### src/rtl/sc_lanescroll_pkg.sv
// Shared encodings for the lane scroller: FSM state codes and per-lane shift-select codes.
package sc_lanescroll_pkg;

    localparam logic [3:0] ST_RESET = 4'd0;
    localparam logic [3:0] ST_START = 4'd1;
    localparam logic [3:0] ST_IDLE  = 4'd2;
    localparam logic [3:0] ST_INIT  = 4'd3;
    localparam logic [3:0] ST_LOAD  = 4'd4;
    localparam logic [3:0] ST_REL_S = 4'd5;
    localparam logic [3:0] ST_RUN   = 4'd6;
    localparam logic [3:0] ST_REL_P = 4'd7;
    localparam logic [3:0] ST_PAUSE = 4'd8;
    localparam logic [3:0] ST_REL_R = 4'd9;

    localparam logic [1:0] LC_HOLD = 2'b11;
    localparam logic [1:0] LC_SHR  = 2'b10;
    localparam logic [1:0] LC_SHL  = 2'b01;
    localparam logic [1:0] LC_LOAD = 2'b00;

endpackage

### src/rtl/sc_lanescroll_lanectr.sv
// One lane's tick down-counter: strobes when it expires on a tick, then reloads its latched period.
module sc_lanescroll_lanectr #(
    parameter int PER_W = 4
) (
    input  logic             i_clk,
    input  logic             i_rst_n,
    input  logic             i_load,
    input  logic             i_tick,
    input  logic [PER_W-1:0] i_period,
    input  logic             i_dir,
    output logic             o_strobe,
    output logic             o_dir
);

    localparam logic [PER_W-1:0] CNT_ONE = PER_W'(1);

    logic [PER_W-1:0] r_per;
    logic [PER_W-1:0] r_cnt;
    logic             r_dir;

    always_ff @(posedge i_clk or negedge i_rst_n) begin
        if (!i_rst_n) begin
            r_per <= '0;
            r_cnt <= '0;
            r_dir <= 1'b0;
        end else if (i_load) begin
            r_per <= i_period;
            r_cnt <= i_period;
            r_dir <= i_dir;
        end else if (i_tick) begin
            r_cnt <= (r_cnt == '0) ? r_per : r_cnt - CNT_ONE;
        end
    end

    assign o_strobe = i_tick && (r_cnt == '0);
    assign o_dir    = r_dir;

endmodule

### src/rtl/sc_lane_scroller_fsm.sv
// Multi-lane background sequencer: button FSM, shared tick prescaler and per-lane scroll counters.
module sc_lane_scroller_fsm
    import sc_lanescroll_pkg::*;
#(
    parameter int LANES    = 4,
    parameter int PER_W    = 4,
    parameter int TICK_DIV = 25_000_000
) (
    input  logic                   SC_LANESCROLL_CLOCK_50,
    input  logic                   SC_LANESCROLL_RESET_InLow,
    input  logic                   SC_LANESCROLL_startButton_InLow,
    input  logic                   SC_LANESCROLL_pauseButton_InLow,
    input  logic [LANES*PER_W-1:0] SC_LANESCROLL_period_In,
    input  logic [LANES-1:0]       SC_LANESCROLL_dir_In,
    output logic                   SC_LANESCROLL_clear_OutLow,
    output logic                   SC_LANESCROLL_load_OutLow,
    output logic [2*LANES-1:0]     SC_LANESCROLL_shiftselection_Out,
    output logic                   SC_LANESCROLL_running_Out,
    output logic                   SC_LANESCROLL_tick_Out
);

    localparam int               PRE_W   = (TICK_DIV > 1) ? $clog2(TICK_DIV) : 1;
    localparam logic [PRE_W-1:0] PRE_MAX = PRE_W'(TICK_DIV - 1);
    localparam logic [PRE_W-1:0] PRE_ONE = PRE_W'(1);

    logic [3:0]       r_state;
    logic [3:0]       w_next;
    logic [PRE_W-1:0] r_pre;
    logic             w_tick;
    logic             w_load;
    logic [LANES-1:0] w_strobe;
    logic [LANES-1:0] w_dir;

    wire w_start = ~SC_LANESCROLL_startButton_InLow;
    wire w_pause = ~SC_LANESCROLL_pauseButton_InLow;

    always_comb begin
        w_next = r_state;
        case (r_state)
            ST_RESET: w_next = ST_START;
            ST_START: w_next = ST_IDLE;
            ST_IDLE:  if (w_start) w_next = ST_INIT;
            ST_INIT:  w_next = ST_LOAD;
            ST_LOAD:  w_next = ST_REL_S;
            ST_REL_S: if (!w_start) w_next = ST_RUN;
            ST_RUN: begin
                if (w_start)      w_next = ST_INIT;
                else if (w_pause) w_next = ST_REL_P;
            end
            ST_REL_P: if (!w_pause) w_next = ST_PAUSE;
            ST_PAUSE: begin
                if (w_start)      w_next = ST_INIT;
                else if (w_pause) w_next = ST_REL_R;
            end
            ST_REL_R: if (!w_pause) w_next = ST_RUN;
            default:  w_next = ST_IDLE;
        endcase
    end

    always_ff @(posedge SC_LANESCROLL_CLOCK_50 or negedge SC_LANESCROLL_RESET_InLow) begin
        if (!SC_LANESCROLL_RESET_InLow) r_state <= ST_RESET;
        else                            r_state <= w_next;
    end

    // Prescaler only advances in RUN so pause freezes the tick phase exactly.
    always_ff @(posedge SC_LANESCROLL_CLOCK_50 or negedge SC_LANESCROLL_RESET_InLow) begin
        if (!SC_LANESCROLL_RESET_InLow)  r_pre <= '0;
        else if (r_state == ST_LOAD)     r_pre <= '0;
        else if (r_state == ST_RUN)      r_pre <= (r_pre == PRE_MAX) ? '0 : r_pre + PRE_ONE;
    end

    assign w_tick = (r_state == ST_RUN) && (r_pre == PRE_MAX);
    assign w_load = (r_state == ST_LOAD);

    for (genvar g = 0; g < LANES; g++) begin : g_lane
        sc_lanescroll_lanectr #(.PER_W(PER_W)) u_ctr (
            .i_clk    (SC_LANESCROLL_CLOCK_50),
            .i_rst_n  (SC_LANESCROLL_RESET_InLow),
            .i_load   (w_load),
            .i_tick   (w_tick),
            .i_period (SC_LANESCROLL_period_In[g*PER_W +: PER_W]),
            .i_dir    (SC_LANESCROLL_dir_In[g]),
            .o_strobe (w_strobe[g]),
            .o_dir    (w_dir[g])
        );
    end

    always_comb begin
        SC_LANESCROLL_clear_OutLow       = 1'b1;
        SC_LANESCROLL_load_OutLow        = 1'b1;
        SC_LANESCROLL_shiftselection_Out = {LANES{LC_HOLD}};
        case (r_state)
            ST_RESET, ST_INIT: SC_LANESCROLL_clear_OutLow = 1'b0;
            ST_LOAD: begin
                SC_LANESCROLL_load_OutLow        = 1'b0;
                SC_LANESCROLL_shiftselection_Out = {LANES{LC_LOAD}};
            end
            ST_RUN: begin
                for (int i = 0; i < LANES; i++)
                    if (w_strobe[i])
                        SC_LANESCROLL_shiftselection_Out[2*i +: 2] = w_dir[i] ? LC_SHL : LC_SHR;
            end
            default: ;
        endcase
    end

    assign SC_LANESCROLL_running_Out = (r_state == ST_RUN);
    assign SC_LANESCROLL_tick_Out    = w_tick;

endmodule

### config.mk
export PLATFORM = sky130hd
export DESIGN_NAME = sc_lane_scroller_fsm
export DESIGN_NICKNAME = d
export VERILOG_FILES = /design/src/rtl/sc_lanescroll_pkg.sv /design/src/rtl/sc_lanescroll_lanectr.sv /design/src/rtl/sc_lane_scroller_fsm.sv
export SDC_FILE = /design/constraint.sdc
export NUM_CORES = 1
export LEC_CHECK = 0
export BUFFER_PORTS_ARGS = -buffer_cell sky130_fd_sc_hd__buf_4
export CAP_MARGIN = 10
export CORE_ASPECT_RATIO = 0.7
export CORE_MARGIN = 10
export CORE_UTILIZATION = 43
export DETAILED_ROUTE_END_ITERATION = 8
export MAX_ROUTING_LAYER = met4
export SLEW_MARGIN = 30
export SYNTH_ARGS = -nofsm -noshare
export SYNTH_HDL_FRONTEND = slang
export SYNTH_SLANG_ARGS = --single-unit
### constraint.sdc
create_clock -name SC_LANESCROLL_CLOCK_50 -period 2.4 [get_ports SC_LANESCROLL_CLOCK_50]
set_input_delay 0 -clock SC_LANESCROLL_CLOCK_50 [delete_from_list [all_inputs] [get_ports SC_LANESCROLL_CLOCK_50]]
set_output_delay 0 -clock SC_LANESCROLL_CLOCK_50 [all_outputs]
set_load 0.02 [all_outputs]
==> run summary <==
Max Cap Viol -> 0
Core ar. -> 8440 sq um
CTS Buf Count -> 9
Clock Skew -> 8.38 ps
Worst Hold End -> r_state[0]$_DFFE_PN0P_
Slew headroom -> 0.457
WL/cell -> 15.7 um
I/O Pins -> 36
syn_area_per_cell -> 8.81 sq um
outcome -> finished with violations
Hold Path Class -> in2reg
failing checks -> setup timing
path depth of the worst reg2reg path -> 9
fin nets -> 541
RR Startpoint -> r_pre[23]$_DFFE_PN0P_
Final Power -> 5.34 mW
initial antenna violation count -> 0
DP Wirelength -> 6460 um
detailed-router iteration count before antenna repair -> 5
DRT iter0 DRCs -> 271
htree depth -> 3
Leak -> 2.22 nW
Fin. Hold Viols -> 0
initial core utilization -> 0.439
setup violators final -> 30
Die Height -> 97.7 um
fin area -> 4990 sq um
Clock Tree Root -> clkbuf_16
sequential area share after synthesis -> 0.439
GRT Util Overall -> 0.166
CTS tree -> done
Post-synth EDFFs -> 0
Placement Cell Area -> 4270 sq um
first-pass GRT wire length -> 16500 um
WL final -> 9920 um
P&R area growth vs syn -> 34.7%
number of remaining DRC errors -> 0
Via density -> 5.28
Syn Nets -> 454
CP arrival -> 2590 ps
Reg clk slew, reported paths -> 60 ps
peak supply drop -> 0.000576 V
fmax -> 0.386 GHz
Worst EP required -> 2400 ps
final RePlAce weighted congestion -> 0.863
Yosys warning total -> 0
fraction of layout cells with a size suffix above 1 -> 0.218
ys flop type -> dfrtp_1
Worst-Skew Late Latency -> 340 ps
setup TNS -> -2930 ps
Sink Count -> 65
Post-DRT Antenna Nets -> 0
Clock Path Buffers -> 2
CP max FO -> 7
GR Overflow Total -> 0
Synth cell types -> 54
placed cell count -> 586
asr flop ratio synth -> 1.00
largest net degree at the start of global routing -> 66
hold path cells -> 4
final std cells w/o fill -> 633
Die Area -> 12800 sq um
Crit Path Category -> reg2out
Mapped Cells -> 421
FP Rows -> 28
Slew @ Worst Pin -> 815 ps
final slew viol count -> 0
Via Count -> 3343
Power per Cell Area -> 1070 nW/um^2
setup slack, reg-to-reg -> -130 ps
Tcrit/Tclk final -> 1.08
antenna cells -> 0
Mapped Area -> 3710 sq um
chip width -> 131 um
Hold Startpoint -> SC_LANESCROLL_startButton_InLow
Final WS setup -> -193 ps
RSZ-0062 raised after global routing -> true
vias in the first global route -> 3215
Buffers on Ports -> 35
synthesized flop and latch total -> 65
Worst Setup End Kind -> output port
fin crit period -> 2590 ps
hold slack -> 35.5 ps
crit start category -> flop
reg-to-reg endpoint -> g_lane[0].u_ctr.r_cnt[2]$_DFFE_PN0P_
==> metrics by stage <==
step | setup slack [ps] | utilization
floorplan | -146 | -
detailed placement | -62.2 | 0.505
finish | -193 | 0.591
global route | -253 | 0.591
global placement | -56.1 | 0.505
CTS | -167 | 0.594
==> how the worst max path moves through the flow <==
stage	slack (ps)	cells after the start	from	to
final	-190	7	r_pre[23]$_DFFE_PN0P_	SC_LANESCROLL_shiftselection_Out[5]
after global routing	-250	7	r_pre[23]$_DFFE_PN0P_	SC_LANESCROLL_shiftselection_Out[2]
after CTS	-170	8	r_pre[10]$_DFFE_PN0P_	SC_LANESCROLL_shiftselection_Out[5]
after detailed placement	-60	6	r_pre[23]$_DFFE_PN0P_	g_lane[0].u_ctr.r_cnt[3]$_DFFE_PN0P_
after global placement	-60	6	r_pre[23]$_DFFE_PN0P_	g_lane[0].u_ctr.r_cnt[3]$_DFFE_PN0P_
after floorplan	-150	8	r_pre[6]$_DFFE_PN0P_	g_lane[0].u_ctr.r_cnt[1]$_DFFE_PN0P_
==> worst max-delay path, stage by stage (launching register included) <==
cell and delay, ps:
dfrtp_1 390, or4b_4 550, or4_4 530, buf_6 140, nor3_4 190, buf_6 190, a31oi_1 90, buf_4 180
==> Yosys cell counts, drive strengths merged (5+ instances only) <==
master	instances	area, sq um
nand2	84	315
dfrtp	65	1630
nor2	31	116
o21ai	28	140
a21oi	21	116
inv	19	71.3
a31oi	18	113
clkbuf	13	58.8
nor3	12	65.1
nand3	10	50.1
ha	9	113
nand4	9	56.3
nor3b	9	67.6
xnor2	9	78.8
mux2	8	105
o211ai	7	52.6
xor2	7	61.3
buf	6	45.0
mux2i	6	60.1
a22o	5	43.8
==> state kept, by name, indices dropped and copies added (netlist names) <==
register and cells:
g_lane.u_ctr.o_dir 4, g_lane.u_ctr.r_cnt 16, g_lane.u_ctr.r_per 16, r_pre 25
r_state 4
==> cells by family after synthesis <==
kind of cell               Yosys count  share of synthesized area
buffers and inverters               38                     0.0472
muxes                               14                     0.0445
xor gates and xnor gates            16                     0.0378
adders and majority gates            9                     0.0304
and+or+nand+nor                    181                      0.231
AOI/OAI and AO/OA                   98                      0.170
DFF                                 65                      0.439
==> layer usage <==
layer,up-vias,global-route usage,share of wire
li1,1665,-,-
met1,1593,0.221,0.49
met2,78,0.235,0.44
met3,7,0.0518,0.055
met4,0,0.0520,0.011
met5,-,-,0
==> report_power, final <==
group	internal [mW]	switching (mW)	leakage, nW
clock	0.962	0.499	0.162
sequential	1.45	0.362	0.828
combinational	0.949	1.12	1.23
==> layout make-up <==
cell class	count	area, sq um
multi-input combinational	318	1980
timing repair buffer	95	838
clock buffer	11	253
tap	120	150
inverter	19	71.3
clock inverter	5	77.6
sequential	65	1630
fill	753	3450
==> cell usage in the layout (no fill, tap or decap), types with 3 or more instances in the layout <==
cell type,Yosys,final
a21oi_1,20,20
a22o_1,5,5
a31oi_1,18,15
and2_1,3,3
and3_1,4,4
buf_4,0,60
buf_6,1,10
clkbuf_16,0,9
dfrtp_1,65,65
dlygate4sd3_1,0,22
ha_1,9,9
inv_1,19,19
mux2_2,4,4
mux2_4,4,4
mux2i_1,6,6
nand2_1,84,83
nand3_1,10,8
nand4_1,9,9
nor2_1,31,30
nor2b_1,4,4
nor3_1,11,11
nor3b_1,9,9
nor4_1,3,3
o211a_1,3,3
o211ai_1,7,7
o21ai_0,28,27
o31a_1,3,3
xnor2_1,9,9
xor2_1,7,7
==> what timing repair did <==
item | CTS | global route
endpoints found under the hold margin | 93 | 0
hold buffers | 22 | 0
pin swaps | 13 | 5
setup endpoints to repair | 18 | 36
cloned | 1 | 0
setup buffers | 9 | 2
gates resized for setup | 19 | 7
Note: power is estimated with default switching activity, not from simulation.
